File: config.mk
export PLATFORM = sky130hd
export DESIGN_NAME = mem_arbiter
export DESIGN_NICKNAME = d
export VERILOG_FILES = /design/src/rtl/mem_arbiter.sv
export SDC_FILE = /design/constraint.sdc
export NUM_CORES = 1
export LEC_CHECK = 0
export BUFFER_PORTS_ARGS = -buffer_cell sky130_fd_sc_hd__buf_2
export CORE_AREA = 2 2 106 108
export CTS_CLUSTER_DIAMETER = 100
export DETAILED_ROUTE_END_ITERATION = 6
export DIE_AREA = 0 0 108 110
export MAX_ROUTING_LAYER = met4
export PLACE_DENSITY_LB_ADDON = 0.08
export RECOVER_POWER = 50
export SLEW_MARGIN = 20
export SYNTH_ARGS = -nofsm -noshare
export SYNTH_HDL_FRONTEND = slang
export SYNTH_SLANG_ARGS = --single-unit
export TNS_END_PERCENT = 50
File: constraint.sdc
create_clock -name clk -period 1.61 [get_ports clk]
set_input_delay 0.2415 -clock clk [delete_from_list [all_inputs] [get_ports clk]]
set_output_delay 0.2415 -clock clk [all_outputs]
set_load 0.02 [all_outputs]
File: src/rtl/mem_arbiter.sv
// Two-port (IF / data) to one-port memory arbiter with a single outstanding transaction.
// Optional macro MEM_ARB_RR_EN selects round-robin tie-breaking; the default is fixed D-priority.
module mem_arbiter #(
    parameter int ADDR_WIDTH = 32,
    parameter int DATA_WIDTH = 32
) (
    input  logic                    clk,
    input  logic                    rst,
    input  logic                    if_req_valid,
    output logic                    if_req_ready,
    input  logic [ADDR_WIDTH-1:0]   if_req_addr,
    output logic                    if_resp_valid,
    output logic [DATA_WIDTH-1:0]   if_resp_rdata,
    input  logic                    d_req_valid,
    output logic                    d_req_ready,
    input  logic [ADDR_WIDTH-1:0]   d_req_addr,
    input  logic                    d_req_we,
    input  logic [DATA_WIDTH-1:0]   d_req_wdata,
    input  logic [DATA_WIDTH/8-1:0] d_req_wstrb,
    output logic                    d_resp_valid,
    output logic [DATA_WIDTH-1:0]   d_resp_rdata,
    output logic                    mem_req_valid,
    input  logic                    mem_req_ready,
    output logic [ADDR_WIDTH-1:0]   mem_req_addr,
    output logic                    mem_req_we,
    output logic [DATA_WIDTH-1:0]   mem_req_wdata,
    output logic [DATA_WIDTH/8-1:0] mem_req_wstrb,
    input  logic                    mem_resp_valid,
    input  logic [DATA_WIDTH-1:0]   mem_resp_rdata
);

    typedef enum logic {IDLE = 1'b0, BUSY = 1'b1} state_t;

    state_t state_q, state_d;
    logic   owner_q, owner_d;
    logic   last_d_q, last_d_d;
    logic   hold_q, hold_d;
    logic   any_req;
    logic   grant_is_d;

    always_ff @(posedge clk) begin
        if (rst) begin
            state_q  <= IDLE;
            owner_q  <= 1'b0;
            last_d_q <= 1'b0;
            hold_q   <= 1'b0;
        end else begin
            state_q  <= state_d;
            owner_q  <= owner_d;
            last_d_q <= last_d_d;
            hold_q   <= hold_d;
        end
    end

    // A stalled request keeps its grant so the fields seen by memory never change mid-offer.
    always_comb begin
        any_req = if_req_valid | d_req_valid;
        if (hold_q) begin
            grant_is_d = owner_q;
        end else begin
`ifdef MEM_ARB_RR_EN
            if (if_req_valid && d_req_valid)
                grant_is_d = ~last_d_q;
            else
                grant_is_d = d_req_valid;
`else
            grant_is_d = d_req_valid;
`endif
        end
    end

    always_comb begin
        state_d  = state_q;
        owner_d  = owner_q;
        last_d_d = last_d_q;
        hold_d   = hold_q;
        case (state_q)
            IDLE: begin
                if (any_req) begin
                    owner_d = grant_is_d;
                    if (mem_req_ready) begin
                        state_d  = BUSY;
                        last_d_d = grant_is_d;
                        hold_d   = 1'b0;
                    end else begin
                        hold_d   = 1'b1;
                    end
                end
            end
            BUSY: begin
                if (mem_resp_valid)
                    state_d = IDLE;
            end
            default: state_d = IDLE;
        endcase
    end

    always_comb begin
        if_req_ready  = 1'b0;
        d_req_ready   = 1'b0;
        mem_req_valid = 1'b0;
        if_resp_valid = 1'b0;
        d_resp_valid  = 1'b0;
        if_resp_rdata = mem_resp_rdata;
        d_resp_rdata  = mem_resp_rdata;
        if (grant_is_d) begin
            mem_req_addr  = d_req_addr;
            mem_req_we    = d_req_we;
            mem_req_wdata = d_req_wdata;
            mem_req_wstrb = d_req_wstrb;
        end else begin
            mem_req_addr  = if_req_addr;
            mem_req_we    = 1'b0;
            mem_req_wdata = '0;
            mem_req_wstrb = '0;
        end
        if (!rst) begin
            case (state_q)
                IDLE: begin
                    mem_req_valid = any_req;
                    if_req_ready  = if_req_valid & ~grant_is_d & mem_req_ready;
                    d_req_ready   = d_req_valid & grant_is_d & mem_req_ready;
                end
                BUSY: begin
                    if_resp_valid = mem_resp_valid & ~owner_q;
                    d_resp_valid  = mem_resp_valid & owner_q;
                end
                default: ;
            endcase
        end
    end

endmodule

==> results of run 1 <==
[routing by layer]
layer	global-route usage	wire length (µm)
met1	0.0701	1670
met4	0.0247	71
met5	-	0
met3	0.0288	785
met2	0.138	2650
[layout by cell type, fill, tap and decap left out, drive strengths merged]
cell type / n
mux2i: 1
nand2b: 1
a21bo: 1
nor2b: 37
o21ba: 1
a21oi: 2
nor3: 2
dfxtp: 3
nor2: 4
mux2: 32
buf: 200
and3: 1
clkbuf: 5
nor3b: 3
nand2: 4
[per-stage QoR]
stage               worst slack [ns]  std cells  hold slack [ns]  instance area (µm²)
detailed placement            -0.104        422            0.483                 2070
finish                        -0.255        437            0.279                 2650
CTS                           -0.279        438            0.275                 2580
floorplan                     0.0738        163            0.311                 1430
global route                  -0.320        437            0.288                 2650
global placement             -0.0806        422            0.483                 2070
[power by group]
group | total [mW] | internal, mW | switching [mW]
Combinational | 1.13 | 0.652 | 0.482
Clock | 0.222 | 0.169 | 0.0528
Sequential | 0.0897 | 0.0815 | 0.00818
[cell families after synthesis]
kind of cell           after synthesis
AO/OA/AOI/OAI                        4
multiplexers                        33
AND/OR/NAND/NOR                     52
buffers and inverters               71
flip-flops                           3
[registers in the layout, summed over array words and instances, names as in the netlist]
| signal | count |
|---|---|
| owner_q | 1 |
| hold_q | 1 |
| state_q | 1 |
[final timing paths]
path	start	to	slack (ns)	cells past startpoint
worst min-delay path	rst	owner_q	0.28	2
worst min register to register	state_q	state_q	0.56	2
worst max-delay path	hold_q	mem_req_addr[16]	-0.25	6
worst max register to register	state_q	hold_q	0.61	3
[worst max-delay path, stage by stage, from the launching register on]
cell,delay [ns]
dfxtp_4,0.35
mux2i_4,0.25
buf_6,0.14
buf_6,0.10
buf_12,0.13
mux2_4,0.31
buf_6,0.13
[Yosys cell counts, drive strengths merged]
| cell | n | area, µm² |
|---|---|---|
| a21bo | 1 | 10.0 |
| a21oi | 2 | 10.0 |
| and3 | 1 | 6.26 |
| buf | 71 | 541 |
| dfxtp | 3 | 60.1 |
| mux2 | 32 | 473 |
| mux2i | 1 | 22.5 |
| nand2 | 4 | 15.0 |
| nand2b | 1 | 6.26 |
| nor2 | 4 | 15.0 |
| nor2b | 37 | 231 |
| nor3 | 2 | 10.0 |
| nor3b | 3 | 22.5 |
| o21ba | 1 | 10.0 |
[what timing repair did]
item,4_1_cts,5_1_grt
gates cloned,1,1
buffers inserted,11,0
endpoints found under the hold margin,0,0
resized for setup,107,24
setup endpoints to repair,71,71
[layout make-up]
type | count | share of cell area
clock buffers | 4 | 0.0170
multi-input cells | 89 | 0.325
flip-flops and latches | 3 | 0.0241
well taps | 140 | 0.0662
repair buffers | 201 | 0.568
==> reports/results.txt, run 1 <==
status = finished, violations left
failing checks = setup timing
Final Setup Violations = 69
largest net degree at the start of global routing = 16
Tcrit/Tclk final = 1.16
1st-pass router iterations = 4
MaxCap Viol Count = 0
Slew headroom = 0.852
first-pass GRT wire length = 6640 µm
WP data required = 1.37 ns
main combinational cell family by area after synthesis = buffers and inverters
xor/xnor share of the synthesized area = 0
Worst EP arrival = 1.62 ns
final slew viol count = 0
register bit count reported by yosys = 3
max frequency = 0.536 GHz
drt total wl = 5180 µm
via count = 1,533
Ports = 277
vias in the first global route = 1,401
H-tree Lvls = 1
core footprint = 10,700 µm²
Post-Syn Area per Cell = 8.79 µm²
cts bufs inserted = 3
CP max FO = 8
vias per cell = 3.51
crit path capture type = output pin
Root Driver = clkbuf_8
antenna fix cells = 0
RSZ-0062 raised after global routing = true
CTS Sinks = 3
CTS clock-pin slew for the worst setup and hold paths = 0.03 ns
DR iter-0 viols = 31
gr usage total = 0.0741
Final #Nets = 437
Multi-input gate area = 860 µm²
sequential fraction of the synthesis area = 0.0419
total power = 1.45 mW
Hold WC Path Type = in2reg
# rows = 38
crit path time final = 1.86 ns
setup TNS = -9.56 ns
DIE HEIGHT = 110 µm
CTS Hold Bufs = 0
area delta synth->final = 84.8%
initial antenna violation count = 0
Power Density = 546 nW/µm²
Synth Area in Compound Gates = 0.0210
Leak = 1.44 nW
Tightest Pin Transition = 0.222 ns
Synth Cell Area = 1430 µm²
total gr overflow = 0
Worst-Skew Late Latency = 0.22 ns
post-route ant nets = 0
cell count after synthesis = 163
die width = 108 µm
synth unique cells = 17
kind of critical path = reg2out
post-DP HPWL = 4160 µm
mux cell area share after synthesis = 0.346
Synth Area in Adders = 0
maximum VDD drop = 0.000203 V
Initial Util = 0.134
worst-case clock buffer depth = 2
Syn. warnings = 0
# fillers = 1,158
Setup Skew = 0.0000729 ns
worst setup margin = -0.255 ns
# DRC = 0
Final Util = 0.247
Final Hold Vio Count = 0
die area = 11,900 µm²
GPL Wtd Cong = 0.659
I/O Buffers = 180
CTS tree = built
Simple-Gate Fraction of Synth Area = 0.214
FF+latch area = 63.8 µm²
syn nets = 302
layout cells sized above 1 = 0.822
crit start category = register
WL/cell = 11.9 µm
No activity file was read; power rests on OpenSTA's default activity.
==> run 2: changes to the inputs <==
- clock period: 1.61 -> 1.75 ns (I/O delays scaled with it)
==> run 2 against run 1 <==
The run still ends with setup timing left. Clock skew rose by 0.0016 ns. Final area fell by 6.7%. Via count down 1.6%. Clock power shrank 11%. Die area did not move. Sequential power shrank 6.8%. Core utilization is 1.6 points lower. Sequential share of layout area rose by 0.22 points. Worst hold slack better by 0.020 ns. Clock-buffer cell count unchanged. Critical path depth is 1 lower. Power fell by 14%.
==> reports/results.txt, run 2 (synthesis results as in run 1) <==
status = finished, violations left
failing checks = setup timing
max frequency = 0.541 GHz
most common cell after layout, fill and taps aside = buf_2
CTS tree = built
total gr overflow = 0 (unchanged)
DIE HEIGHT = 110 µm (unchanged)
RSZ-0062 raised after global routing = true
critical-path cell with the highest stage delay = dfxtp_4
dpl cell area = 2050 µm² (-1.1%)
Final #Nets = 434 (-0.69%)
layout cells sized above 1 = 0.813 (-0.00862)
vias in the first global route = 1,330 (-5.1%)
Ports = 277 (unchanged)
antenna fix cells = 0 (unchanged)
initial antenna violation count = 0 (unchanged)
vias per cell = 3.47 (-0.95%)
# rows = 38 (unchanged)
crit start category = register
CTS Sinks = 3 (unchanged)
Power Density = 503 nW/µm² (-7.9%)
total power = 1.24 mW (-14%)
Tightest Pin Transition = 0.249 ns (+0.0272 ns)
core footprint = 10,700 µm² (unchanged)
WP data required = 1.49 ns (+0.12 ns)
critical path cell sequence = mux2i_4 -> buf_6 -> buf_16 -> mux2_4 -> buf_6
worst setup margin = -0.0983 ns (+0.156 ns)
kind of critical path = reg2out
first-pass GRT wire length = 6420 µm (-3.3%)
Cell Count, Final, Fillers Out = 434 (-0.69%)
Final Hold Vio Count = 0 (unchanged)
drt total wl = 5130 µm (-0.98%)
# fillers = 1,205 (+4.1%)
MaxCap Viol Count = 0 (unchanged)
die area = 11,900 µm² (unchanged)
cell area after layout = 2470 µm² (-6.7%)
H-tree Lvls = 1 (unchanged)
cts bufs inserted = 3 (unchanged)
area delta synth->final = 72.5%
die width = 108 µm (unchanged)
biggest regs = hold_q: 1 flops, owner_q: 1 flops, state_q: 1 flops
Worst path max stage delay = 0.35 ns (about the same)
worst slack, placed = 0.00856 ns (+0.113 ns)
via count = 1,508 (-1.6%)
Leak = 1.38 nW (-4.1%)
Worst EP arrival = 1.59 ns (-0.03 ns)
GPL Wtd Cong = 0.647 (-1.9%)
WL/cell = 11.8 µm (-0.30%)
crit path capture type = output pin
Slew headroom = 0.834 (-0.0183)
Critical path buffers and inverters = 3 (-1)
worst-case clock buffer depth = 2 (unchanged)
gr usage total = 0.0713 (-0.00282)
Worst-Skew Late Latency = 0.21 ns (about the same)
most frequent cells in the layout = buf_2 (147), nor2b_1 (37), mux2_4 (32), buf_6 (32), buf_4 (12)
# DRC = 0 (unchanged)
Largest delay share family, worst path = multiplexers
Final Setup Violations = 58 (-16%)
most numerous cell on the critical path = buf_6
Levels on crit path = 5 (-1)
CP max FO = 8 (unchanged)
Root Driver = clkbuf_8
final slew viol count = 0 (unchanged)
hold depth = 2 (unchanged)
Hold WC Path Type = in2reg
post-route ant nets = 0 (unchanged)
1st-pass router iterations = 3 (-1)
DR iter-0 viols = 23 (-26%)
I/O Buffers = 180 (unchanged)
Worst Reg-to-Reg Cells = 3 (unchanged)
post-DP HPWL = 4080 µm (-1.9%)
Tcrit/Tclk final = 1.06
largest net degree at the start of global routing = 16 (unchanged)
CTS clock-pin slew for the worst setup and hold paths = 0.03 ns (about the same)
Initial Util = 0.134 (unchanged)
placed insts = 419 (-0.71%)
crit path time final = 1.85 ns
maximum VDD drop = 0.000269 V (+32%)
Setup Skew = 0.00165 ns (+0.00158 ns)
==> run 2: changes by cell type in the layout (fill, tap and decap cells not counted) <==
cell	previous run	this run
and3_1	1	0
buf_4	31	12
buf_6	44	32
dfxtp_1	2	1
dfxtp_2	0	1
buf_8	2	1
nor2b_1	33	37
nor2b_2	2	0
nor2b_4	2	0
buf_2	116	147
and3_4	0	1
buf_16	0	2
buf_12	7	3
==> run 2: worst paths after layout <==
check | start | to | slack (ns)
max | hold_q | mem_req_addr[19] | -0.1
min | rst | owner_q | 0.30
max reg2reg | state_q | hold_q | 0.81
min reg2reg | state_q | state_q | 0.54
==> run 2: layout make-up <==
type                       instances  area [µm²]  share of cell area
clock buffer                       4        45.0              0.0182
multi-input combinational         89         845               0.342
sequential                         3        65.1              0.0263
tap                              140         175              0.0709
timing repair buffer             198        1340               0.543
==> run 2: per-stage QoR <==
step,TNS [ns],hold WS (ns),util
CTS,-5.24,0.297,0.218
finish,-3.02,0.299,0.231
floorplan,0,0.332,-
global placement,0,0.525,0.191
global route,-8.72,0.305,0.231
detailed placement,0,0.524,0.191
==> run 2: where the power goes <==
group	total, mW	internal [mW]	switching, mW	leakage (nW)
combinational	0.962	0.534	0.429	1.33
sequential	0.0836	0.0755	0.00809	0.0258
clock	0.198	0.155	0.0425	0.0228
==> run 2: worst reg2reg max path: cells and delay by family (launching register included) <==
| family | cells | cell delay, ns |
|---|---|---|
| flip-flops | 1 | 0.40 |
| AND/OR/NAND/NOR | 2 | 0.25 |
| AO/OA/AOI/OAI | 1 | 0.20 |
==> run 2: what timing repair did <==
action / in CTS / in global routing
hold endpoints to repair: 0 / 0
endpoints found under the setup margin: 64 / 67
cloned: 3 / 1
hold buffers: 0 / 0
setup buffers: 7 / 1
gates resized for setup: 38 / 43
==> run 2: metal layers <==
metal / up-vias / GRT usage / part of all wire / wire [µm]
met2: 120 / 0.133 / 0.51 / 2640
met1: 652 / 0.0690 / 0.33 / 1690
met4: 0 / 0.0192 / 0.011 / 54
met3: 10 / 0.0276 / 0.15 / 754
li1: 726 / - / - / -
met5: - / - / 0 / 0
